File: config.mk
export PLATFORM = sky130hd
export DESIGN_NAME = hazard_forward_unit
export DESIGN_NICKNAME = d
export VERILOG_FILES = /design/src/rtl/hazard_forward_unit.sv
export SDC_FILE = /design/constraint.sdc
export NUM_CORES = 1
export LEC_CHECK = 0
export ABC_AREA = 1
export CELL_PAD_IN_SITES_DETAIL_PLACEMENT = 0
export CELL_PAD_IN_SITES_GLOBAL_PLACEMENT = 1
export CORE_MARGIN = 4
export CORE_UTILIZATION = 28
export DETAILED_ROUTE_END_ITERATION = 6
export MAX_ROUTING_LAYER = met4
export PLACE_DENSITY_LB_ADDON = 0.1
export SLEW_MARGIN = 20
export SYNTH_ARGS = -nofsm -noshare
export SYNTH_HDL_FRONTEND = slang
export SYNTH_SLANG_ARGS = --single-unit
File: constraint.sdc
create_clock -name clk -period 2 [get_ports clk]
set_clock_uncertainty 0.1 [all_clocks]
set_input_delay 0.4 -clock clk [delete_from_list [all_inputs] [get_ports clk]]
set_output_delay 0.4 -clock clk [all_outputs]
set_load 0.1 [all_outputs]
File: src/rtl/hazard_forward_unit.sv
// Operand forwarding and hazard detection between decode and EX, with a per-register scoreboard
// for long-latency producers. Optional stall counter output is enabled by HAZ_STALL_CNT_EN.
module hazard_forward_unit #(
  parameter int unsigned DATA_W   = 32,
  parameter int unsigned REG_AW   = 4,
  parameter int unsigned NUM_SRC  = 2,
  parameter int unsigned LONG_LAT = 3
) (
  input  logic                        clk,
  input  logic                        rst,
  input  logic [NUM_SRC*REG_AW-1:0]   id_src_addr,
  input  logic [NUM_SRC-1:0]          id_src_used,
  input  logic [NUM_SRC*DATA_W-1:0]   id_src_data,
  input  logic [REG_AW-1:0]           id_dest,
  input  logic                        id_wr_en,
  input  logic [REG_AW-1:0]           ex_dest,
  input  logic                        ex_wr_en,
  input  logic                        ex_long,
  input  logic [DATA_W-1:0]           ex_data,
  input  logic [REG_AW-1:0]           wb_dest,
  input  logic                        wb_wr_en,
  input  logic [DATA_W-1:0]           wb_data,
  output logic [NUM_SRC*DATA_W-1:0]   fwd_data,
  output logic [2*NUM_SRC-1:0]        fwd_sel,
  output logic                        stall,
  output logic                        busy
`ifdef HAZ_STALL_CNT_EN
  ,
  output logic [31:0]                 stall_cycles
`endif
);

  localparam int NREG  = 1 << REG_AW;
  localparam int CNT_W = $clog2(LONG_LAT + 1);

  localparam logic [CNT_W-1:0] CNT_LOAD = CNT_W'(LONG_LAT);
  localparam logic [CNT_W-1:0] CNT_ONE  = CNT_W'(1);
  localparam logic [CNT_W-1:0] CNT_TWO  = CNT_W'(2);

  localparam logic [1:0] SEL_RF = 2'd0;
  localparam logic [1:0] SEL_WB = 2'd1;
  localparam logic [1:0] SEL_EX = 2'd2;

  if (LONG_LAT < 2 || LONG_LAT > 15) begin : g_bad_lat
    $error("hazard_forward_unit: LONG_LAT must be within 2..15");
  end

  logic [CNT_W-1:0] r_cnt [NREG];

  logic w_ex_long_wr;
  logic w_ex_fwd_ok;
  logic w_src_hazard;
  logic w_waw_hazard;

  assign w_ex_long_wr = ex_wr_en & ex_long;
  assign w_ex_fwd_ok  = ex_wr_en & ~ex_long;

  // Long issue reloads the counter; otherwise pending counters count down to zero.
  always_ff @(posedge clk) begin
    if (rst) begin
      for (int r = 0; r < NREG; r++) begin
        r_cnt[r] <= '0;
      end
    end else begin
      for (int r = 0; r < NREG; r++) begin
        if (w_ex_long_wr && (ex_dest == REG_AW'(r))) begin
          r_cnt[r] <= CNT_LOAD;
        end else if (r_cnt[r] != '0) begin
          r_cnt[r] <= r_cnt[r] - CNT_ONE;
        end
      end
    end
  end

  always_comb begin
    fwd_data = '0;
    fwd_sel  = '0;
    for (int i = 0; i < NUM_SRC; i++) begin
      fwd_data[i*DATA_W +: DATA_W] = id_src_data[i*DATA_W +: DATA_W];
      fwd_sel[2*i +: 2]            = SEL_RF;
      if (id_src_used[i]) begin
        if (w_ex_fwd_ok && (ex_dest == id_src_addr[i*REG_AW +: REG_AW])) begin
          fwd_data[i*DATA_W +: DATA_W] = ex_data;
          fwd_sel[2*i +: 2]            = SEL_EX;
        end else if (wb_wr_en && (wb_dest == id_src_addr[i*REG_AW +: REG_AW])) begin
          fwd_data[i*DATA_W +: DATA_W] = wb_data;
          fwd_sel[2*i +: 2]            = SEL_WB;
        end
      end
    end
  end

  // A counter of 1 means the result is on the WB bus this cycle, so only >= 2 blocks.
  always_comb begin
    w_src_hazard = 1'b0;
    for (int i = 0; i < NUM_SRC; i++) begin
      if (id_src_used[i]) begin
        if (w_ex_long_wr && (ex_dest == id_src_addr[i*REG_AW +: REG_AW])) begin
          w_src_hazard = 1'b1;
        end
        if (r_cnt[id_src_addr[i*REG_AW +: REG_AW]] >= CNT_TWO) begin
          w_src_hazard = 1'b1;
        end
      end
    end
  end

  assign w_waw_hazard = id_wr_en &
                        ((r_cnt[id_dest] >= CNT_TWO) | (w_ex_long_wr & (ex_dest == id_dest)));

  assign stall = w_src_hazard | w_waw_hazard;

  always_comb begin
    busy = 1'b0;
    for (int r = 0; r < NREG; r++) begin
      if (r_cnt[r] != '0) begin
        busy = 1'b1;
      end
    end
  end

`ifdef HAZ_STALL_CNT_EN
  logic [31:0] r_stall_cycles;

  always_ff @(posedge clk) begin
    if (rst) begin
      r_stall_cycles <= '0;
    end else if (stall && (r_stall_cycles != 32'hFFFF_FFFF)) begin
      r_stall_cycles <= r_stall_cycles + 32'd1;
    end
  end

  assign stall_cycles = r_stall_cycles;
`endif

endmodule

==> results of run 1 <==
==> power by group <==
part / internal, mW / total (mW) / switching [mW]
sequential: 1.16 / 1.27 / 0.115
clock: 0.445 / 0.717 / 0.272
combinational: 2.30 / 5.26 / 2.96
==> stage by stage <==
step	cell area [sq um]	utilization	hold WS, ns	setup TNS (ns)
finish	12400	0.652	0.501	-21.44
global route	12400	0.652	0.504	-25.75
CTS	11600	0.613	0.496	-22.27
detailed placement	9970	0.526	0.484	-67.83
global placement	9970	0.526	0.485	-65.49
floorplan	6270	-	0.460	-4.43
==> worst max path at each step <==
| stage | start | end | slack, ns | cells past startpoint |
|---|---|---|---|---|
| 2_1_floorplan | ex_dest[0] | fwd_sel[2] | -0.14 | 8 |
| 3_3_place_gp | id_src_addr[0] | fwd_data[11] | -0.99 | 9 |
| 3_5_place_dp | id_src_addr[0] | fwd_data[11] | -0.97 | 9 |
| 4_1_cts | ex_dest[1] | fwd_data[48] | -0.37 | 11 |
| 5_1_grt | wb_dest[0] | fwd_data[26] | -0.44 | 14 |
| 6_report | wb_dest[0] | fwd_data[26] | -0.40 | 14 |
==> cells by family after synthesis <==
| logic type | synth area share |
|---|---|
| xor+xnor | 0.0144 |
| buf+inv | 0.213 |
| fa+ha+maj | 0.0367 |
| flops | 0.176 |
| compound gates | 0.0935 |
| simple gates | 0.467 |
==> cells in the final DEF (no fill, tap or decap), types with 55 or more instances in the layout <==
master / count
inv_1: 188
nand2_1: 141
clkdlybuf4s50_1: 131
nor2_1: 104
buf_12: 93
buf_4: 88
nor2_2: 79
nor2_4: 70
nand2_4: 63
nand3_1: 55
==> cell type report <==
| type | count | area (sq um) |
|---|---|---|
| inverters | 211 | 825 |
| repair buffers | 374 | 4870 |
| clock inverters | 2 | 7.51 |
| well taps | 260 | 325 |
| fillers | 1625 | 6590 |
| multi-input cells | 732 | 5250 |
| diodes | 3 | 7.51 |
| clock buffers | 5 | 125 |
| flip-flops and latches | 32 | 961 |
==> per-layer routing <==
layer | global-route usage | up-vias
met3 | 0.0438 | 34
met4 | 0.0517 | 0
met5 | - | -
met1 | 0.291 | 3463
li1 | - | 3779
met2 | 0.398 | 252
==> synthesized netlist by cell type, drive strengths merged <==
library cell	instances
clkinv	1
inv	210
clkbuf	13
o21ai	65
nor2	253
nor3	4
a31oi	12
or4	1
buf	34
nand2	271
nand4	5
nand3	65
xor2	9
ha	16
o22ai	2
and2	2
a21oi	12
nand3b	10
edfxtp	32
o211ai	5
==> timing repair <==
item / in CTS / in global routing
gates resized for setup: 374 / 144
pin swaps: 81 / 56
setup buffers: 30 / 8
gates cloned: 16 / 9
hold buffers: 0 / 0
endpoints found under the hold margin: 0 / 0
endpoints found under the setup margin: 72 / 70
==> key figures, run 1 <==
Outcome
  • Outcome: finished with violations
  • Failing checks: negative setup slack

Floorplanning
  • I/O pin count: about 230
  • Placement Rows: 50
  • Die area: roughly 0.022 sq mm
  • Die Y: 148 um
  • Die Wd: 148 um
  • Core area: around 0.019 sq mm
  • Initial core utilization: 0.288

Place
  • Final GP Congestion: 0.865
  • Buffers on Ports: approximately 230
  • Placement Setup Slack: -0.968 ns
  • Number of cells after detailed placement: 1,554
  • DP Wirelength: 18.4 mm

Critical path
  • Critical path's largest stage delay: 0.17 ns
  • FF-to-FF setup slack: 0.53 ns
  • Crit path arrival time: 1.90 ns
  • Crit end category: primary output
  • Worst path slowest cell: buf_12
  • Worst R2R Path Depth: 6
  • Crit Reg-Reg Startpoint: r_cnt[5][0]
  • CP cell instances: buf_8 -> inv_4 -> buf_6 -> o22ai_4 -> nor2_4 -> nand3_4 -> buf_12 -> buf_12 -> buf_16 -> nor2_4 -> nor2_1 -> nand2_1 -> nand2_4 -> buf_12
  • CP required: around 1.5 ns
  • Worst R2R End: r_cnt[5][0]
  • Crit path buffers/inverters: 7
  • CP dominant cell by count: buf_12
  • WS Path Type: primary input to primary output
  • Startpoint types: primary input
  • Worst Path Max Fanout: 9
  • Cell family with most CP delay: buffers and inverters

Yosys
  • Post-synth net total: 1,194
  • Yosys top cell area share: 0.184
  • Seq/Total Area, Yosys: 0.176
  • Cell variety after synth: 32
  • Synthesized area per cell: 5.34 sq um
  • Ys Warns: 0
  • Synth Register Bits: 32
  • Area leader, netlist: nand2_1
  • Mapped Cells: 1,022
  • Top cells by area, synth: nand2_1 (18%), edfxtp_1 (18%), nor2_1 (16%)
  • Netlist Area Pre-Place: 0.00546 sq mm

STA
  • Crit path time final: 2.40 ns
  • Worst setup slack after layout: -0.396 ns
  • RSZ-0062 raised after global routing: yes
  • Slew HR: 0.803
  • Max-slew violations: 0
  • Period utilization: 1.20
  • Max frequency: 417 MHz
  • Worst Tran Pin Value: 0.295 ns
  • Final setup vio count: 70
  • Final Hold Viols: 0

Detailed routing
  • WL final: between 20 and 30 mm
  • Highest routed layer: met4
  • Routed vias/inst: approximately 4.6
  • DR WL met2: 13.2 mm
  • Post-route ant nets: 0
  • Routed vias: 7,528
  • Routed met1 length: between 10 and 15 mm
  • Pre-antenna DRT Iters: 6
  • Drt wl/cell: about 17 um
  • Initial DRC count: about 280
  • Metal3 WL: 1.75 mm
  • # DRC: 0

Cells and area
  • Nets: 1,528
  • Fraction of layout instances using a drive strength above 1: 0.446
  • Layout area overhead: 127%
  • Largest Register: r_cnt
  • Largest register FFs: 32
  • Biggest regs: r_cnt x32
  • Finished Layout Cells: 1,619

Global route
  • Total gr overflow: 0
  • First-pass GRT wire length: between 30 and 40 mm
  • Total track usage: 0.234
  • Vias in the first global route: around 7,300
  • Initial antenna violation count: 2
  • Largest net degree at the start of global routing: 34

Min path
  • WHS Path Cells: 1
  • Hold_sp: r_cnt[10][0]
  • HP Class: flip-flop to flip-flop
  • Hold EP: r_cnt[10][0]

Run
  • Maxcap violations: 0

CTS
  • H-tree Lvls: 2
  • Reg clk slew, reported paths: approximately 0.05 ns
  • CTS Root Cell: clkbuf_16
  • CTS buffer count: 5
  • Worst-Skew Late Latency: around 0.28 ns
  • CTS tree: done
  • Longest Clk Path Bufs: 2
  • # clock sinks: 32

Power
  • Peak VDD IR: between 0.3 and 0.4 mV
  • Post-layout power: 7.25 mW
  • Pleak: roughly 5.9 nW
  • Pwr dens: 586 mW/mm^2
No activity file was read; power rests on OpenSTA's default activity.
==> run 2: changes to the inputs <==
SLEW_MARGIN = not set   (was 20)
clock period = 2.6 ns   (was 2 ns; I/O delays follow)
==> key figures, run 2 (synthesis results as in run 1) <==
Global route
  • Largest net degree at the start of global routing: 28 (-18%)
  • Met1 Track Usage GR: 0.266 (-0.0246)
  • Met3 Usage GRT: 0.0205 (-0.0233)
  • Total track usage: 0.223 (-0.0117)
  • Met2 Use GR: 0.398 (+0.000459)
  • Total gr overflow: 0 (unchanged)
  • Vias in the first global route: 6,926 (-5.7%)
  • Initial antenna violation count: 2 (unchanged)
  • Gr busiest metal: met2
  • First-pass GRT wire length: 37.8 mm (-4.2%)

Critical path
  • Worst R2R Path Depth: 5 (-1)
  • CP cell instances: buf_8 -> xor2_1 -> nor2_2 -> and2_4 -> nand3_4 -> buf_12 -> buf_16 -> nor2_4 -> nor2_2 -> nand2_2 -> buf_12
  • CP required: 1.98 ns (+0.48 ns)
  • Crit path arrival time: 1.98 ns (+0.08 ns)
  • Crit end category: primary output
  • Worst R2R End: r_cnt[6][1]
  • Crit Reg-Reg Startpoint: r_cnt[6][1]
  • Crit. Startpoint: ex_dest[3]
  • FF-to-FF setup slack: 1.14 ns (+0.61 ns)
  • Critical path's largest stage delay: 0.19 ns (+0.02 ns)
  • Worst Path Max Fanout: 5 (-4)
  • WS Path Type: primary input to primary output
  • Worst path slowest cell: buf_12
  • Startpoint types: primary input

Detailed routing
  • WL final: 24.5 mm (-8.8%)
  • Routed vias: 7,006 (-6.9%)
  • Drt wl/cell: 15.7 um (-5.3%)
  • Pre-antenna DRT Iters: 5 (-1)
  • Routed vias/inst: 4.50 (-3.3%)
  • Post-route ant nets: 0 (unchanged)
  • # DRC: 0 (unchanged)
  • Initial DRC count: 323 (+16%)

Min path
  • Hold EP: r_cnt[9][0]
  • Hold_sp: r_cnt[9][0]
  • WHS Path Cells: 1 (unchanged)
  • HP Class: flip-flop to flip-flop

Cells and area
  • Nets: 1,465 (-4.1%)
  • Fraction of layout instances using a drive strength above 1: 0.293 (-0.153)
  • Final Instance Area: 0.0102 sq mm (-17%)
  • Largest register FFs: 32 (unchanged)
  • Finished Layout Cells: 1,558 (-3.8%)
  • Most common cell after layout, fill and taps aside: nand2_1
  • Largest Register: r_cnt
  • Layout area overhead: 87.4%
  • Biggest regs: r_cnt x32
  • Most frequent cells in the layout: nand2_1 (197), inv_1 (193), nor2_1 (190)

Floorplanning
  • Die Y: 148 um (unchanged)
  • Initial core utilization: 0.288 (unchanged)
  • Die Wd: 148 um (unchanged)
  • I/O pin count: 226 (unchanged)
  • Placement Rows: 50 (unchanged)
  • Core area: 0.0190 sq mm (unchanged)
  • Die area: 0.0218 sq mm (unchanged)

CTS
  • Reg clk slew, reported paths: 0.05 ns (about the same)
  • Longest Clk Path Bufs: 2 (unchanged)
  • # clock sinks: 32 (unchanged)
  • CTS tree: done
  • CTS buffer count: 5 (unchanged)
  • CTS Root Cell: clkbuf_16
  • H-tree Lvls: 2 (unchanged)
  • Worst-Skew Late Latency: 0.27 ns (about the same)

Power
  • Peak VDD IR: 0.492 mV (+24%)
  • Pleak: 5.24 nW (-12%)
  • Post-layout power: 4.82 mW (-33%)
  • Switching share of power: 0.464 (+0.00270)
  • Register share of total power: 0.202 (+0.027)
  • Internal power: 2.58 mW (-34%)
  • Comb pwr share: 0.662 (-0.064)
  • Pwr dens: 471 mW/mm^2 (-20%)
  • Clk pwr share: 0.136 (+0.037)
  • Psw: 2.24 mW (-33%)

STA
  • Final setup vio count: 0 (-100%)
  • Max frequency: 385 MHz
  • RSZ-0062 raised after global routing: yes
  • Slew HR: 0.727 (-0.0763)
  • Max-slew violations: 0 (unchanged)
  • Final Hold Viols: 0 (unchanged)
  • Worst Tran Pin Value: 0.407 ns (+0.112 ns)
  • Crit path time final: 2.60 ns
  • Period utilization: 1.00

Place
  • DP Wirelength: 18.2 mm (-0.99%)
  • Placed Area: 0.00904 sq mm (-9.3%)
  • Final GP Congestion: 0.864 (about the same)
  • Buffers on Ports: 225 (unchanged)
  • Number of cells after detailed placement: 1,520 (-2.2%)

Run
  • Maxcap violations: 0 (unchanged)

Outcome
  • Outcome: completed
run 2: cell count changes in the layout (fill, tap and decap cells not counted), sizes merged:
cell,before,now
buf,231,169
bufbuf,0,1
bufinv,0,1
clkbuf,12,8
clkdlybuf4s15,0,1
clkdlybuf4s50,131,133
clkinvlp,2,0
diode,3,4
dlygate4sd2,5,4
inv,208,210
run 2: area by class of cell:
type	count	area (sq um)
Timing Repair Buffer	311	4050
Sequential cell	32	961
Clock buffer	5	125
Fill cell	1882	8720
Inverter	211	815
Antenna cell	4	10.0
Tap cell	260	325
Clock inverter	3	37.5
Multi-Input combinational cell	732	3920
run 2: how the worst max path moves through the flow:
stage | to | slack [ns] | cells past startpoint
4_1_cts | fwd_data[48] | -0.02 | 11
6_report | fwd_data[63] | 0.0002 | 11
3_3_place_gp | fwd_data[60] | -0.48 | 11
3_5_place_dp | fwd_data[46] | -0.43 | 11
5_1_grt | fwd_data[63] | -0.07 | 11
2_1_floorplan | fwd_sel[2] | -0.13 | 8
run 2: worst max-delay path: cells and delay by family:
family | cells | cell delay [ns]
xor gates and xnor gates | 1 | 0.16
buffers and inverters | 4 | 0.61
and+or+nand+nor | 6 | 0.68
run 2: per-stage QoR:
step | setup slack [ns] | util | TNS [ns] | hold WS [ns]
2_1_floorplan | -0.126 | - | -0.126 | 0.460
3_3_place_gp | -0.476 | 0.477 | -25.62 | 0.489
3_5_place_dp | -0.434 | 0.477 | -25.85 | 0.490
4_1_cts | -0.0230 | 0.525 | -0.0806 | 0.498
5_1_grt | -0.0709 | 0.540 | -0.666 | 0.530
6_report | 0.000188 | 0.540 | 0 | 0.497
run 2: repair_timing:
action	4_1_cts	5_1_grt
gates cloned	12	4
setup buffers	15	2
hold buffers	0	0
pin swaps	24	32
setup endpoints to repair	70	66
gates resized for setup	203	80
run 2: power groups by stage:
stage,Sequential [mW],Combinational (mW),Clock (mW)
floorplan,0.950,1.95,0
detailed placement,0.978,3.03,0
global route,0.996,3.49,0.693
global placement,0.969,3.01,0
CTS,0.969,3.13,0.668
finish,0.974,3.19,0.658
run 2: routing by layer:
metal	up-vias	share of wire
li1	3643	-
met1	3120	0.42
met2	200	0.50
met3	43	0.050
met4	0	0.033
met5	-	0
